==> src/rtl/multiplier_datapath_taint_track_bitwise_if.sv <==
// Strobe/operand bus between the multiplier control and its taint-tracking datapath.
interface multiplier_datapath_taint_track_bitwise_if #(parameter int WIDTH = 4);
  logic [WIDTH-1:0]   multiplicand, multiplicand_t, multiplier, multiplier_t;
  logic               rsload, rsload_t, rsclear, rsclear_t, rsshr, rsshr_t;
  logic               mrld, mrld_t, mdld, mdld_t;
  logic               productDone, productDone_t;
  logic [WIDTH-1:0]   multiplierReg, multiplierReg_t;
  logic [2*WIDTH-1:0] product, product_t;
  logic               productValid, productValid_t;

  modport master (
    output multiplicand, multiplicand_t, multiplier, multiplier_t,
    output rsload, rsload_t, rsclear, rsclear_t, rsshr, rsshr_t,
    output mrld, mrld_t, mdld, mdld_t, productDone, productDone_t,
    input  multiplierReg, multiplierReg_t, product, product_t,
    input  productValid, productValid_t
  );

  modport slave (
    input  multiplicand, multiplicand_t, multiplier, multiplier_t,
    input  rsload, rsload_t, rsclear, rsclear_t, rsshr, rsshr_t,
    input  mrld, mrld_t, mdld, mdld_t, productDone, productDone_t,
    output multiplierReg, multiplierReg_t, product, product_t,
    output productValid, productValid_t
  );
endinterface

==> src/rtl/multiplier_datapath_taint_track_bitwise.sv <==
// Shift-add multiplier datapath with a per-bit taint shadow on md, mr and rs.
// Taint enters through data bits and through tainted control strobes.
module multiplier_datapath_taint_track_bitwise #(
  parameter int WIDTH = 4
) (
  input  logic clk,
  input  logic rst_n,
  multiplier_datapath_taint_track_bitwise_if.slave bus
);
  localparam int RW = 2*WIDTH + 1;

  logic [WIDTH-1:0] md, md_t, mr, mr_t;
  logic [RW-1:0]    rs, rs_t, rs_n, rs_t_n;
  logic             pv, pv_t;

  logic [WIDTH:0]   sum, sum_t;
  logic [WIDTH-1:0] pre;

  assign sum = {1'b0, rs[2*WIDTH-1:WIDTH]} + {1'b0, md};

  // Conservative carry-chain taint: a sum bit is tainted once any operand
  // bit at or below it is tainted; the carry sees the whole chain.
  assign pre[0] = md_t[0] | rs_t[WIDTH];
  for (genvar j = 1; j < WIDTH; j++) begin : g_pre
    assign pre[j] = pre[j-1] | md_t[j] | rs_t[WIDTH+j];
  end
  assign sum_t = {pre[WIDTH-1], pre};

  always_comb begin
    rs_n   = rs;
    rs_t_n = rs_t;
    if (bus.rsclear) begin
      rs_n   = '0;
      rs_t_n = '0;
    end else if (bus.rsload) begin
      rs_n[2*WIDTH:WIDTH]   = sum;
      rs_t_n[2*WIDTH:WIDTH] = sum_t;
    end else if (bus.rsshr) begin
      rs_n   = {1'b0, rs[RW-1:1]};
      rs_t_n = {1'b0, rs_t[RW-1:1]};
    end
    if (bus.rsclear_t | bus.rsload_t | bus.rsshr_t) rs_t_n = '1;
  end

  always_ff @(posedge clk or negedge rst_n) begin
    if (!rst_n) begin
      md   <= '0;
      md_t <= '0;
      mr   <= '0;
      mr_t <= '0;
      rs   <= '0;
      rs_t <= '0;
      pv   <= 1'b0;
      pv_t <= 1'b0;
    end else begin
      rs   <= rs_n;
      rs_t <= rs_t_n;
      if (bus.mdld) begin
        md   <= bus.multiplicand;
        md_t <= bus.multiplicand_t;
      end
      if (bus.mdld_t) md_t <= '1;
      if (bus.mrld) begin
        mr   <= bus.multiplier;
        mr_t <= bus.multiplier_t;
      end
      if (bus.mrld_t) mr_t <= '1;
      if (bus.rsclear)          pv <= 1'b0;
      else if (bus.productDone) pv <= 1'b1;
      // A tainted clear cannot be trusted to have scrubbed the valid taint.
      if (bus.rsclear && !bus.rsclear_t) pv_t <= 1'b0;
      else                               pv_t <= pv_t | bus.productDone_t;
    end
  end

  assign bus.multiplierReg   = mr;
  assign bus.multiplierReg_t = mr_t;
  assign bus.product         = rs[2*WIDTH-1:0];
  assign bus.product_t       = rs_t[2*WIDTH-1:0];
  assign bus.productValid    = pv;
  assign bus.productValid_t  = pv_t;
endmodule

==> src/flat_wrapper.sv <==
// flat-port wrapper written by rule: the top's interface ports become plain ports
module multiplier_datapath_taint_track_bitwise_flat 
#(
  parameter int WIDTH = 4
)
  (clk, rst_n, bus_multiplicand, bus_multiplicand_t, bus_multiplier, bus_multiplier_t, bus_rsload, bus_rsload_t, bus_rsclear, bus_rsclear_t, bus_rsshr, bus_rsshr_t, bus_mrld, bus_mrld_t, bus_mdld, bus_mdld_t, bus_productDone, bus_productDone_t, bus_multiplierReg, bus_multiplierReg_t, bus_product, bus_product_t, bus_productValid, bus_productValid_t);
  multiplier_datapath_taint_track_bitwise_if #(.WIDTH(WIDTH)) bus_i ();
  input  logic clk;
  input  logic rst_n;
  input wire logic [$bits(bus_i.multiplicand)-1:0] bus_multiplicand;
  input wire logic [$bits(bus_i.multiplicand_t)-1:0] bus_multiplicand_t;
  input wire logic [$bits(bus_i.multiplier)-1:0] bus_multiplier;
  input wire logic [$bits(bus_i.multiplier_t)-1:0] bus_multiplier_t;
  input wire logic [$bits(bus_i.rsload)-1:0] bus_rsload;
  input wire logic [$bits(bus_i.rsload_t)-1:0] bus_rsload_t;
  input wire logic [$bits(bus_i.rsclear)-1:0] bus_rsclear;
  input wire logic [$bits(bus_i.rsclear_t)-1:0] bus_rsclear_t;
  input wire logic [$bits(bus_i.rsshr)-1:0] bus_rsshr;
  input wire logic [$bits(bus_i.rsshr_t)-1:0] bus_rsshr_t;
  input wire logic [$bits(bus_i.mrld)-1:0] bus_mrld;
  input wire logic [$bits(bus_i.mrld_t)-1:0] bus_mrld_t;
  input wire logic [$bits(bus_i.mdld)-1:0] bus_mdld;
  input wire logic [$bits(bus_i.mdld_t)-1:0] bus_mdld_t;
  input wire logic [$bits(bus_i.productDone)-1:0] bus_productDone;
  input wire logic [$bits(bus_i.productDone_t)-1:0] bus_productDone_t;
  output wire logic [$bits(bus_i.multiplierReg)-1:0] bus_multiplierReg;
  output wire logic [$bits(bus_i.multiplierReg_t)-1:0] bus_multiplierReg_t;
  output wire logic [$bits(bus_i.product)-1:0] bus_product;
  output wire logic [$bits(bus_i.product_t)-1:0] bus_product_t;
  output wire logic [$bits(bus_i.productValid)-1:0] bus_productValid;
  output wire logic [$bits(bus_i.productValid_t)-1:0] bus_productValid_t;
  assign bus_i.multiplicand = bus_multiplicand;
  assign bus_i.multiplicand_t = bus_multiplicand_t;
  assign bus_i.multiplier = bus_multiplier;
  assign bus_i.multiplier_t = bus_multiplier_t;
  assign bus_i.rsload = bus_rsload;
  assign bus_i.rsload_t = bus_rsload_t;
  assign bus_i.rsclear = bus_rsclear;
  assign bus_i.rsclear_t = bus_rsclear_t;
  assign bus_i.rsshr = bus_rsshr;
  assign bus_i.rsshr_t = bus_rsshr_t;
  assign bus_i.mrld = bus_mrld;
  assign bus_i.mrld_t = bus_mrld_t;
  assign bus_i.mdld = bus_mdld;
  assign bus_i.mdld_t = bus_mdld_t;
  assign bus_i.productDone = bus_productDone;
  assign bus_i.productDone_t = bus_productDone_t;
  assign bus_multiplierReg = bus_i.multiplierReg;
  assign bus_multiplierReg_t = bus_i.multiplierReg_t;
  assign bus_product = bus_i.product;
  assign bus_product_t = bus_i.product_t;
  assign bus_productValid = bus_i.productValid;
  assign bus_productValid_t = bus_i.productValid_t;
  multiplier_datapath_taint_track_bitwise #(.WIDTH(WIDTH)) u_core (.clk(clk), .rst_n(rst_n), .bus(bus_i));
endmodule
==> config.mk <==
export PLATFORM = sky130hd
export DESIGN_NAME = multiplier_datapath_taint_track_bitwise_flat
export DESIGN_NICKNAME = d
export VERILOG_FILES = /design/src/rtl/multiplier_datapath_taint_track_bitwise_if.sv /design/src/rtl/multiplier_datapath_taint_track_bitwise.sv /design/src/flat_wrapper.sv
export SDC_FILE = /design/constraint.sdc
export NUM_CORES = 1
export LEC_CHECK = 0
export CAP_MARGIN = 20
export CORE_ASPECT_RATIO = 1.4
export CORE_UTILIZATION = 42
export CTS_BUF_LIST = sky130_fd_sc_hd__clkbuf_16
export CTS_CLUSTER_SIZE = 28
export DETAILED_ROUTE_END_ITERATION = 10
export PLACE_DENSITY_LB_ADDON = 0.1
export SLEW_MARGIN = 20
export SYNTH_ARGS = -nofsm -noshare
export SYNTH_HDL_FRONTEND = slang
export SYNTH_SLANG_ARGS = --single-unit
==> constraint.sdc <==
create_clock -name clk -period 1.35 [get_ports clk]
set_input_delay 0.27 -clock clk [delete_from_list [all_inputs] [get_ports clk]]
set_output_delay 0.27 -clock clk [all_outputs]
set_load 0.02 [all_outputs]
==> results_dict.tcl <==
set metrics [dict create \
    worstPathArrival_ns 1.69 \
    clock_latency_ns 0.28 \
    endpoint_kind "flip-flop" \
    path_max_fanout 3 \
    ys_seq_area_frac 0.492 \
    diodes 0 \
    power_frac_clock 0.368 \
    timing_max_transition_violations_final 0 \
    hold_class "input port to async pin" \
    antenna_found_initial 0 \
    swShare 0.258 \
    period_share 1.13 \
    port_buffers 55 \
    crit_start "u_core.rs[6]" \
    grt_pass1_wl_mm 6.67 \
    hold-worst-slack_ns 0.367 \
    cellLeakagePower_nw 1.16 \
    viasPerCell 5.24 \
    final_area_um2 2700 \
    clock_skew_ns 0.00186 \
    async_reset_ff_frac 1.00 \
    powerDensity_nw_per_um2 1070 \
    internal-power_w 0.00214 \
    cap_violations 0 \
    coreArea_um2 4200 \
    cts_buffers 5 \
    synthCells 162 \
    rsz0062_at_grt "true" \
    final.min_clock_period_ns 1.53 \
    area_growth_pct 47.5 \
    pwr-share-seq 0.419 \
    die_area_um2 4630 \
    wl_per_cell_um 15.0 \
    vdd_drop_max_v 0.000844 \
    crit_required_ns 1.51 \
    start_util 0.435 \
    dp_cells 257 \
    synth_nets 197 \
    fmax_ghz 0.653 \
    vias 1409 \
    rows 28 \
    postRouteAntennaNets 0 \
    dpl_cell_area_um2 2450 \
    worstMarginPinSlew_ns 0.318 \
    pwr-share-comb 0.213 \
    setup_viol 5 \
    critPathSlowestCell "dfrtp_2" \
    finalPower_w 0.00288 \
    grt_usage 0.193 \
    status "finished, violations left" \
    dr_wl_met3_um 247 \
    max_stage_delay_ns 0.44 \
    dp_hpwl_mm 2.84 \
    cts_root_buffer "clkbuf_16" \
    cts_sinks 36 \
    p_sw_w 0.000745 \
    hold_violations 0 \
    htreeDepth 2 \
    ys_warn_count 0 \
    drtPass1Iterations 9 \
    r2r_start "u_core.rs[6]" \
    ios 56 \
    overflow 0 \
    ys_types 37 \
    violations "design-rule violations, negative setup slack" \
    drive_above_1_share 0.254 \
    postRouteWirelength_mm 4.03 \
    die_y_um 80.1 \
    crit_family "flip-flops" \
    drt_iter0_markers 30 \
    final_cells 269 \
    grt_pass1_vias 1411 \
    drc 4 \
    avgSynthCellArea_um2 11.3 \
    ys.flop_type "dfrtp_1" \
    clock_path_buffers 2 \
    critPathBufInv 0 \
    grt_max_degree 37 \
    die_x_um 57.8 \
    critPathLaunchType "flip-flop" \
    highest_layer "met4" \
    layout.nets 259 \
    path_class "flip-flop to flip-flop" \
    cts_tree "built" \
    ys_ff_latch 36 \
    layout_setup_ws_ns -0.182 \
    wl_met1_mm 1.57 \
    relSlewSlack 0.782 \
    gp_congestion 0.795 \
    final.setup.tns_ns -0.347 \
    synth_edf_count 0 \
    clk_pin_slew_ns 0.05 \
    crit_chain "ha_4 -> nand3_4 -> and4b_1 -> a2111oi_4" \
    dr_wl_met2_mm 2.08 \
    syn_area_um2 1830 \
]
## what timing repair did
action                     in CTS  in global routing
pin swaps                      10                  8
hold endpoints to repair        0                  0
gates resized for setup        37                 11
gates cloned                    0                  0
hold buffers                    0                  0
buffers inserted                4                  1
setup endpoints to repair      33                  8
## layer usage
layer  GRT usage  up-vias
li1            -      677
met1       0.216      672
met4       0.110        0
met5           0        -
met3      0.0467       10
met2       0.333       50
## cell type report
class,count,area (um^2)
clock buffer,5,125
clock inverter,2,8.76
fill,349,1510
inverter,8,30.0
multi-input combinational,95,853
sequential,36,903
tap,45,56.3
timing repair buffer,78,721
## cells by family (layout without fill, tap and decap cells)
family,after synthesis,count (layout),synth area share
muxes,20,20,0.115
DFF,36,36,0.492
xor gates and xnor gates,1,1,0.00479
and+or+nand+nor,35,35,0.111
adders and majority gates,5,5,0.0383
AOI/OAI and AO/OA,34,34,0.135
buffers and inverters,31,93,0.103
## power groups by stage
stage	sequential [W]	clock (W)	combinational, W
finish	0.00121	0.00106	0.000614
global placement	0.00121	0	0.000560
floorplan	0.00124	0	0.000273
CTS	0.00120	0.00109	0.000583
detailed placement	0.00122	0	0.000572
global route	0.00122	0.00113	0.000665
## cells in the mapped netlist (all sizes together), types with 2 or more instances
master / number / area, um^2
a211o: 8 / 70.1
a211oi: 4 / 30.0
a21oi: 5 / 25.0
buf: 21 / 151
clkbuf: 2 / 7.51
dfrtp: 36 / 901
ha: 4 / 50.1
inv: 8 / 30.0
mux2: 8 / 90.1
mux2i: 12 / 120
nand2: 5 / 18.8
nor2: 9 / 33.8
nor2b: 12 / 75.1
nor4: 2 / 25.0
o21ai: 9 / 48.8
o31ai: 2 / 15.0
or4: 2 / 18.8
## worst paths after layout
check / slack, ns / cells after the start / endpoint
hold / removal: 0.37 / 2 / u_core.bus.multiplierReg_t[2]
hold reg to reg: 0.49 / 2 / u_core.bus.productValid
max in group asynchronous: 0.78 / 2 / u_core.rs[5]
setup / recovery: -0.18 / 4 / u_core.rs[7]
min in group clk: 0.49 / 2 / u_core.bus.productValid
setup reg to reg: -0.18 / 4 / u_core.rs[7]
## layout by cell type, fill, tap and decap left out, drive strengths merged, types with 9 or more instances in the layout
cell	count
dlygate4sd2	23
dfrtp	36
inv	9
nor2b	12
buf	23
clkdlybuf4s50	29
mux2i	12
o21ai	9
nor2	9
## flip-flops by register name, indices dropped and copies added, names as in the netlist
| name | count |
|---|---|
| u_core.bus.multiplierReg | 4 |
| u_core.bus.multiplierReg_t | 4 |
| u_core.bus.productValid | 1 |
| u_core.bus.productValid_t | 1 |
| u_core.md | 4 |
| u_core.md_t | 4 |
| u_core.rs | 9 |
| u_core.rs_t | 9 |
## metrics by stage
stage	util	worst slack, ns
6_report	0.642	-0.182
5_1_grt	0.642	-0.208
4_1_cts	0.622	-0.0800
3_5_place_dp	0.584	-0.228
3_3_place_gp	0.584	-0.173
2_1_floorplan	-	-0.0125
No activity file was read; power rests on OpenSTA's default activity.
